### config.mk
export PLATFORM = sky130hd
export DESIGN_NAME = ps2_rx_flat
export DESIGN_NICKNAME = d
export VERILOG_FILES = /design/src/rtl/ps2_pkg.sv /design/src/rtl/ps2_rx_if.sv /design/src/rtl/ps2_sync_edge.sv /design/src/rtl/ps2_rx.sv /design/src/flat_wrapper.sv
export SDC_FILE = /design/constraint.sdc
export NUM_CORES = 1
export LEC_CHECK = 0
export ABC_AREA = 1
export CORE_MARGIN = 2
export CORE_UTILIZATION = 47
export DETAILED_ROUTE_END_ITERATION = 10
export GPL_TIMING_DRIVEN = 0
export MAX_ROUTING_LAYER = met4
export PLACE_DENSITY = 0.76
export SLEW_MARGIN = 20
export SYNTH_ARGS = -nofsm -noshare
export SYNTH_HDL_FRONTEND = slang
export SYNTH_HIERARCHICAL = 1
export SYNTH_SLANG_ARGS = --single-unit
### constraint.sdc
create_clock -name clk_in -period 1.3 [get_ports clk_in]
set_input_delay 0.13 -clock clk_in [delete_from_list [all_inputs] [get_ports clk_in]]
set_output_delay 0.13 -clock clk_in [all_outputs]
set_load 0.005 [all_outputs]
### src/rtl/ps2_pkg.sv
// Shared definitions for the PS/2 device-to-host receiver: FSM encoding and frame format.
package ps2_pkg;

  typedef enum logic [1:0] {
    IDLE   = 2'd0,
    DATA   = 2'd1,
    PARITY = 2'd2,
    STOP   = 2'd3
  } ps2_state_t;

  localparam int DATA_BITS  = 8;
  localparam bit ODD_PARITY = 1'b1;

  // Data byte plus its parity bit must carry an odd number of ones.
  function automatic logic parity_ok(input logic [DATA_BITS-1:0] data, input logic parity);
    return (^{data, parity}) == ODD_PARITY;
  endfunction

endpackage

### src/rtl/ps2_rx_if.sv
// Receiver result bus: scancode, strobes, busy flag and the four-code history for the display.
interface ps2_rx_if;

  logic [7:0]  code_out;
  logic        code_valid_out;
  logic        parity_err_out;
  logic        frame_err_out;
  logic        busy_out;
  logic [31:0] history_out;

  modport master (
    output code_out, code_valid_out, parity_err_out, frame_err_out, busy_out, history_out
  );

  modport slave (
    input code_out, code_valid_out, parity_err_out, frame_err_out, busy_out, history_out
  );

endinterface

### src/rtl/ps2_sync_edge.sv
// Brings the raw PS/2 clock and data lines into clk_in and flags each ps2_clk falling edge.
module ps2_sync_edge #(
  parameter int SYNC_STAGES = 2
) (
  input  logic clk_in,
  input  logic rst_n_in,
  input  logic ps2_clk_in,
  input  logic ps2_data_in,
  output logic sync_data,
  output logic fall
);

  logic [SYNC_STAGES-1:0] clk_sync;
  logic [SYNC_STAGES-1:0] data_sync;
  logic                   prev_clk;

  if (SYNC_STAGES < 2) begin : g_bad_sync
    $error("ps2_sync_edge: SYNC_STAGES must be at least 2");
  end

  // Flops reset to 1 so the idle-high lines never look like a fall coming out of reset.
  // sync_data is delayed one extra stage so it lines up with the registered fall pulse.
  always_ff @(posedge clk_in or negedge rst_n_in) begin
    if (!rst_n_in) begin
      clk_sync  <= '1;
      data_sync <= '1;
      prev_clk  <= 1'b1;
      sync_data <= 1'b1;
      fall      <= 1'b0;
    end else begin
      clk_sync  <= {clk_sync[SYNC_STAGES-2:0], ps2_clk_in};
      data_sync <= {data_sync[SYNC_STAGES-2:0], ps2_data_in};
      prev_clk  <= clk_sync[SYNC_STAGES-1];
      sync_data <= data_sync[SYNC_STAGES-1];
      fall      <= prev_clk & ~clk_sync[SYNC_STAGES-1];
    end
  end

endmodule

### src/rtl/ps2_rx.sv
// PS/2 keyboard frame receiver feeding the seven-segment display history.
// Optional frame watchdog enabled by defining PS2_TIMEOUT_EN.
module ps2_rx
  import ps2_pkg::*;
#(
  parameter int SYNC_STAGES    = 2,
  parameter int TIMEOUT_CYCLES = 20000
) (
  input  logic     clk_in,
  input  logic     rst_n_in,
  input  logic     ps2_clk_in,
  input  logic     ps2_data_in,
  ps2_rx_if.master bus
);

  ps2_state_t            state;
  logic [2:0]            bit_cnt;
  logic [DATA_BITS-1:0]  shreg;
  logic                  parity_bit;
  logic                  sync_data;
  logic                  fall;

  if (TIMEOUT_CYCLES < 2 || TIMEOUT_CYCLES > 32768) begin : g_bad_timeout
    $error("ps2_rx: TIMEOUT_CYCLES must fit the 15-bit watchdog");
  end

  ps2_sync_edge #(
    .SYNC_STAGES(SYNC_STAGES)
  ) u_sync (
    .clk_in     (clk_in),
    .rst_n_in   (rst_n_in),
    .ps2_clk_in (ps2_clk_in),
    .ps2_data_in(ps2_data_in),
    .sync_data  (sync_data),
    .fall       (fall)
  );

`ifdef PS2_TIMEOUT_EN
  localparam logic [14:0] WDOG_LAST = 15'(TIMEOUT_CYCLES - 1);

  logic [14:0] wdog;

  // Counts clk_in cycles since the last ps2_clk fall while a frame is open.
  always_ff @(posedge clk_in or negedge rst_n_in) begin
    if (!rst_n_in) begin
      wdog <= '0;
    end else if (state == IDLE || fall) begin
      wdog <= '0;
    end else begin
      wdog <= wdog + 15'd1;
    end
  end
`endif

  // Frame FSM; every output is registered here so strobes land one cycle after the stop-bit fall.
  always_ff @(posedge clk_in or negedge rst_n_in) begin
    if (!rst_n_in) begin
      state              <= IDLE;
      bit_cnt            <= '0;
      shreg              <= '0;
      parity_bit         <= 1'b0;
      bus.code_out       <= '0;
      bus.code_valid_out <= 1'b0;
      bus.parity_err_out <= 1'b0;
      bus.frame_err_out  <= 1'b0;
      bus.busy_out       <= 1'b0;
      bus.history_out    <= '0;
    end else begin
      bus.code_valid_out <= 1'b0;
      bus.parity_err_out <= 1'b0;
      bus.frame_err_out  <= 1'b0;
      if (fall) begin
        case (state)
          IDLE: begin
            if (!sync_data) begin
              state        <= DATA;
              bit_cnt      <= '0;
              bus.busy_out <= 1'b1;
            end
          end
          DATA: begin
            shreg   <= {sync_data, shreg[DATA_BITS-1:1]};
            bit_cnt <= bit_cnt + 3'd1;
            if (bit_cnt == 3'(DATA_BITS - 1)) begin
              state <= PARITY;
            end
          end
          PARITY: begin
            parity_bit <= sync_data;
            state      <= STOP;
          end
          STOP: begin
            state        <= IDLE;
            bus.busy_out <= 1'b0;
            // A bad stop bit outranks a parity error.
            if (!sync_data) begin
              bus.frame_err_out <= 1'b1;
            end else if (!parity_ok(shreg, parity_bit)) begin
              bus.parity_err_out <= 1'b1;
            end else begin
              bus.code_out       <= shreg;
              bus.code_valid_out <= 1'b1;
              bus.history_out    <= {bus.history_out[23:0], shreg};
            end
          end
          default: begin
            state        <= IDLE;
            bus.busy_out <= 1'b0;
          end
        endcase
      end
`ifdef PS2_TIMEOUT_EN
      else if (state != IDLE && wdog == WDOG_LAST) begin
        state             <= IDLE;
        bus.busy_out      <= 1'b0;
        bus.frame_err_out <= 1'b1;
      end
`endif
    end
  end

endmodule

### src/flat_wrapper.sv
// flat-port wrapper written by rule: the top's interface ports become plain ports
module ps2_rx_flat import ps2_pkg::*;
#(
  parameter int SYNC_STAGES    = 2,
  parameter int TIMEOUT_CYCLES = 20000
)
  (clk_in, rst_n_in, ps2_clk_in, ps2_data_in, bus_code_out, bus_code_valid_out, bus_parity_err_out, bus_frame_err_out, bus_busy_out, bus_history_out);
  ps2_rx_if bus_i ();
  input  logic clk_in;
  input  logic rst_n_in;
  input  logic ps2_clk_in;
  input  logic ps2_data_in;
  output wire logic [$bits(bus_i.code_out)-1:0] bus_code_out;
  output wire logic [$bits(bus_i.code_valid_out)-1:0] bus_code_valid_out;
  output wire logic [$bits(bus_i.parity_err_out)-1:0] bus_parity_err_out;
  output wire logic [$bits(bus_i.frame_err_out)-1:0] bus_frame_err_out;
  output wire logic [$bits(bus_i.busy_out)-1:0] bus_busy_out;
  output wire logic [$bits(bus_i.history_out)-1:0] bus_history_out;
  assign bus_code_out = bus_i.code_out;
  assign bus_code_valid_out = bus_i.code_valid_out;
  assign bus_parity_err_out = bus_i.parity_err_out;
  assign bus_frame_err_out = bus_i.frame_err_out;
  assign bus_busy_out = bus_i.busy_out;
  assign bus_history_out = bus_i.history_out;
  ps2_rx #(.SYNC_STAGES(SYNC_STAGES), .TIMEOUT_CYCLES(TIMEOUT_CYCLES)) u_core (.clk_in(clk_in), .rst_n_in(rst_n_in), .ps2_clk_in(ps2_clk_in), .ps2_data_in(ps2_data_in), .bus(bus_i));
endmodule
== After elaboration in Yosys (flattened, before gate mapping) ==
Cells that the tools add are included.
Word-level totals
  output and inout port bits: 44
  flip-flop bits (word level): 65
Operators by class
  reductions and logical operators: 10
  equality and inequality tests: 6
  bitwise operators: 2
  multiplexer cells: 18
  add/sub/neg operators: 1
Operators with widths (number)
  $mux 1: 12
  $reduce_and 3->1: 3
  $reduce_xor 9->1: 1
  $pmux 2 s4: 1
  $pmux 3 s2: 1
  $eq 2x2->1 const B: 2
  $mux 2: 2
  $reduce_and 2->1: 2
  $reduce_and 4->1: 1
  $reduce_bool 2->1: 2
  $add 3x1->3 const B: 1
  $eq 3x3->1 const B: 1
  $mux 3: 1
  $eq 2x1->1 const B: 1
  $logic_not 2->1: 1
  $ne 2x1->1 const B: 1
  $ne 2x2->1 const B: 1
  $pmux 1 s2: 1
  $and 1x1->1: 1
  $not 1->1: 1

== Logic depth before layout (Yosys ltp) ==
  depth in word-level cells: 5
  mapped depth: 11
  gate-level depth less buffers: 10

== Hierarchy ==
The synthesis kept the hierarchy.
By module, submodules not included
  ps2_rx: times used 1, sequential area each 1251.2 um^2, cells an instance 272, area an instance 2364.8 um^2
  ps2_sync_edge: times used 1, sequential area each 182.7 um^2, cells an instance 9, area an instance 192.7 um^2

== Least setup slack after synthesis ==
No wires, ideal clock.
  path type: register -> register
  from: register u_core.u_sync.sync_data
  to: register u_core.bus.code_out[0]
  path buffers: 1
  data required time: 1.183 ns
  cell stages (with the launch flop): 7
  setup slack: -0.075 ns
  period minus slack after synthesis: 1.375 ns
  arrival time: 1.259 ns
  cells stage by stage: dfstp_2 -> inv_1 -> nor3_4 -> nand3_4 -> buf_6 -> nand2_1 -> nand2_1
On the way
  cells in the longest elaborated chain, start to end: 1
Ends and longest elaborated chain
  from (decl): RTL line ps2_sync_edge.sv:9  | output logic sync_data,
  from (signal assigned): RTL line ps2_sync_edge.sv:34  | sync_data <= data_sync[SYNC_STAGES-1];
  $reduce_and 4->1 (no line)
  to (signal assigned): RTL line ps2_rx.sv:101  | bus.code_out <= shreg;
  to (decl): RTL line ps2_rx_if.sv:12  | output code_out, code_valid_out, parity_err_out, frame_err_out, busy_out, history_out
No other way between the ends.
A chain may end at the register's enable or synchronous reset.

== Final worst setup path ==
  from: register u_core.parity_bit
  to: register u_core.bus.history_out[11]
On the way
  cells in the longest elaborated chain, start to end: 2
Ends and longest elaborated chain
  from (decl): RTL line ps2_rx.sv:19  | logic parity_bit;
  from (signal assigned): RTL line ps2_rx.sv:89  | parity_bit <= sync_data;
  $reduce_xor 9->1: RTL line ps2_pkg.sv:16  | return (^{data, parity}) == ODD_PARITY;
  $reduce_and 4->1 (no line)
  to (signal assigned): RTL line ps2_rx.sv:103  | bus.history_out <= {bus.history_out[23:0], shreg};
  to (decl): RTL line ps2_rx_if.sv:12
No other way between the ends.

==> results.ini <==
[placed_design]
dpl.hpwl_um = 3680
gp_congestion = 0.774
io_buffers = 47
placed_cell_area_um2 = 3130
placedCellCount = 398

[sta]
timing.hold.ws_ps = 196
slew_violations = 0
worst_slack_ps = -371
min_period_ps = 1670
period_share_pct = 129
fmax_mhz = 599
finalHoldViolations = 0
slew_headroom_pct = 52.9
tns_ps = -10220
setup_viol = 37
clock_skew_ps = 8.85
grt_setup_unrepaired = true
worst_pin_slew_ps = 707

[cells_and_area]
drive_gt1_share_pct = 37.0
most-common-layout-cells = nand2_1, buf_4, dfrtp_1
diodes = 0
multi_input_area_um2 = 1100
final_common_cell = nand2_1
nets = 402
nFillCells = 336
syn2layout_area_growth_pct = 54.3
stdcell_count = 467
final_area_um2 = 3950
seq_area_um2 = 1430

[synthesis]
syn_area_um2 = 2560
synthCells = 281
yosysSeqAreaShare_pct = 56.1
syn-num-nets = 291
yosysUniqueCellTypes = 25
ys_ff_latch = 57
yosys_warnings = 6
syn_area_per_cell_um2 = 9.10

[die]
core-area_um2 = 5170
fp.dieH_um = 77.8
die_x_um = 77.8
io_pins = 48
dieArea_um2 = 6050
fp-row-count = 26
start_util_pct = 49.4

[route]
routed_wl_um = 7110
drt_iter0_markers = 170
drt_first_pass_iters = 4
via_count = 2373
ant_nets = 0
drc = 0
wire_per_inst_um = 15.2
vias_per_cell = 5.08

[hold_path]
worstHoldPathType = in -> reg

[worst_setup_path]
slowest_delay_ps = 440
crit_fanout = 10
start_kind = flop
crit_type = reg -> reg
path_delay_family = simple AND/OR/NAND/NOR gates
reg2reg_slack_ps = -370
cp.arrival_ps = 1890
cp_num_buf_inv = 2
crit_path_end_kind = flop
critPathSlowestCell = dfrtp_1
cp_data_required_time_ps = 1520
worstPathCellList = nand2_2, inv_2, nor2_2, nand2_4, nand2_8, nand2_4, nand3_4, nand3_4, buf_6, nand2_1, nand2_1

[grt]
grt_overflow = 0
antenna_found_initial = 0
grt_pass1_wl_um = 10400
track_usage_pct = 22.9
grt_max_degree = 58
grt_pass1_vias = 2238

[clock_network]
cts_tree = done
clockRootBuffer = clkbuf_8
clock_path_buffers = 2
clk_latency_ps = 340
htreeDepth = 3
cts.clk_slew.worst_paths_ps = 70
cts_made_buffers = 9
cts_sinks = 57

[power]
power_density_nw_per_um2 = 1940
max-vdd-ir-drop_v = 0.00132
total_power_uw = 7650
p_leak_uw = 0.00229

[job]
cap_violations = 0

[run_status]
violations = negative setup slack
outcome = finished, violations left

==> sequential cells by signal, summed over array words and instances, names as in the netlist <==
name / cells
u_core/parity_bit: 1
u_core/shreg: 8
u_core/bus.frame_err_out: 1
u_core/bus.code_out: 7
u_core/bus.busy_out: 1
u_core/bus.parity_err_out: 1
u_core/bit_cnt: 3
u_core/state: 2
u_core/u_sync/fall: 1
u_core/bus.history_out: 25
u_core/u_sync/clk_sync: 2
u_core/u_sync/sync_data: 1
u_core/u_sync/data_sync: 2
u_core/bus.code_valid_out: 1
u_core/u_sync/prev_clk: 1
==> area by class of cell <==
class	instances	share of cell area, %
sequential	57	36.3
clock inverter	4	1.27
clock buffer	12	4.19
tap	70	2.22
inverter	22	2.41
timing repair buffer	102	21.9
buffer	16	3.81
multi-input combinational	184	27.8
==> path summary, 6_finish.rpt <==
kind | from | endpoint | cells past startpoint
max | u_core/parity_bit$_DFFE_PN0P_ | u_core/bus.history_out[11]$_DFFE_PN0P_ | 11
max in group asynchronous | rst_n_in | u_core/bus.history_out[29]$_DFFE_PN0P_ | 2
max reg2reg | u_core/parity_bit$_DFFE_PN0P_ | u_core/bus.history_out[11]$_DFFE_PN0P_ | 11
min in group asynchronous | rst_n_in | u_core/parity_bit$_DFFE_PN0P_ | 2
min reg2reg | u_core/u_sync/clk_sync[0]$_DFF_PN1_ | u_core/u_sync/clk_sync[1]$_DFF_PN1_ | 0
min | ps2_clk_in | u_core/u_sync/clk_sync[0]$_DFF_PN1_ | 1
==> cell usage after synthesis, drive strengths merged <==
cell / number / area share (%)
buf: 16 / 5.4
dfrtp: 51 / 50
clkbuf: 2 / 0.68
a31oi: 1 / 0.24
o31ai: 1 / 0.29
nand2: 111 / 17
o22ai: 1 / 0.24
nand3: 45 / 9.7
a21oi: 1 / 0.20
nor2: 4 / 0.69
ha: 6 / 2.9
nor3: 2 / 0.83
o21ai: 12 / 2.3
dfstp: 6 / 6.2
inv: 22 / 3.2
==> metrics by stage <==
stage                     util [%]  setup WS (ps)
after floorplan                  -          -65.3
final                         76.3           -371
after global routing          76.3           -436
after CTS                     72.4           -231
after detailed placement      60.5           -260
after global placement        60.6          -1620
==> metal layers <==
layer  GRT usage [%]  share of wire [%]  vias to the layer above
met2            35.3                 51                       91
met4            13.8                1.9                        0
met5               -                  0                        -
met1            28.5                 41                     1159
li1                -                  -                     1111
met3            3.84                6.0                       12
==> where the power goes <==
group	internal (uW)	leakage (uW)	switching [uW]	total [uW]
Combinational	1580	0.00143	2030	3620
Clock	1040	0.000105	731	1770
Sequential	2010	0.000759	258	2270
Total	4630	0.00229	3020	7650
==> worst register-to-register path, stage by stage (launching register included) <==
cell	delay [ps]
dfrtp_1	440
nand2_2	110
inv_2	40
nor2_2	120
nand2_4	120
nand2_8	100
nand2_4	60
nand3_4	80
nand3_4	130
buf_6	190
nand2_1	90
nand2_1	70
==> what timing repair did <==
| action | 4_1_cts | 5_1_grt |
|---|---|---|
| endpoints found under the setup margin | 89 | 53 |
| gates resized for setup | 82 | 41 |
| gates cloned | 2 | 0 |
| endpoints found under the hold margin | 51 | 0 |
| hold buffers | 1 | 0 |
| buffers inserted | 44 | 8 |
| pin swaps | 9 | 11 |
==> logic make-up (layout without fill, tap and decap cells) <==
logic type | Yosys count | after routing | synth area share, %
flip-flops | 57 | 57 | 56.1
adder cells (fa/ha/maj) | 6 | 6 | 2.94
AO/OA/AOI/OAI | 16 | 16 | 3.33
buffers and inverters | 40 | 156 | 9.30
AND/OR/NAND/NOR | 162 | 162 | 28.4
(Power assumes the default switching activity.)
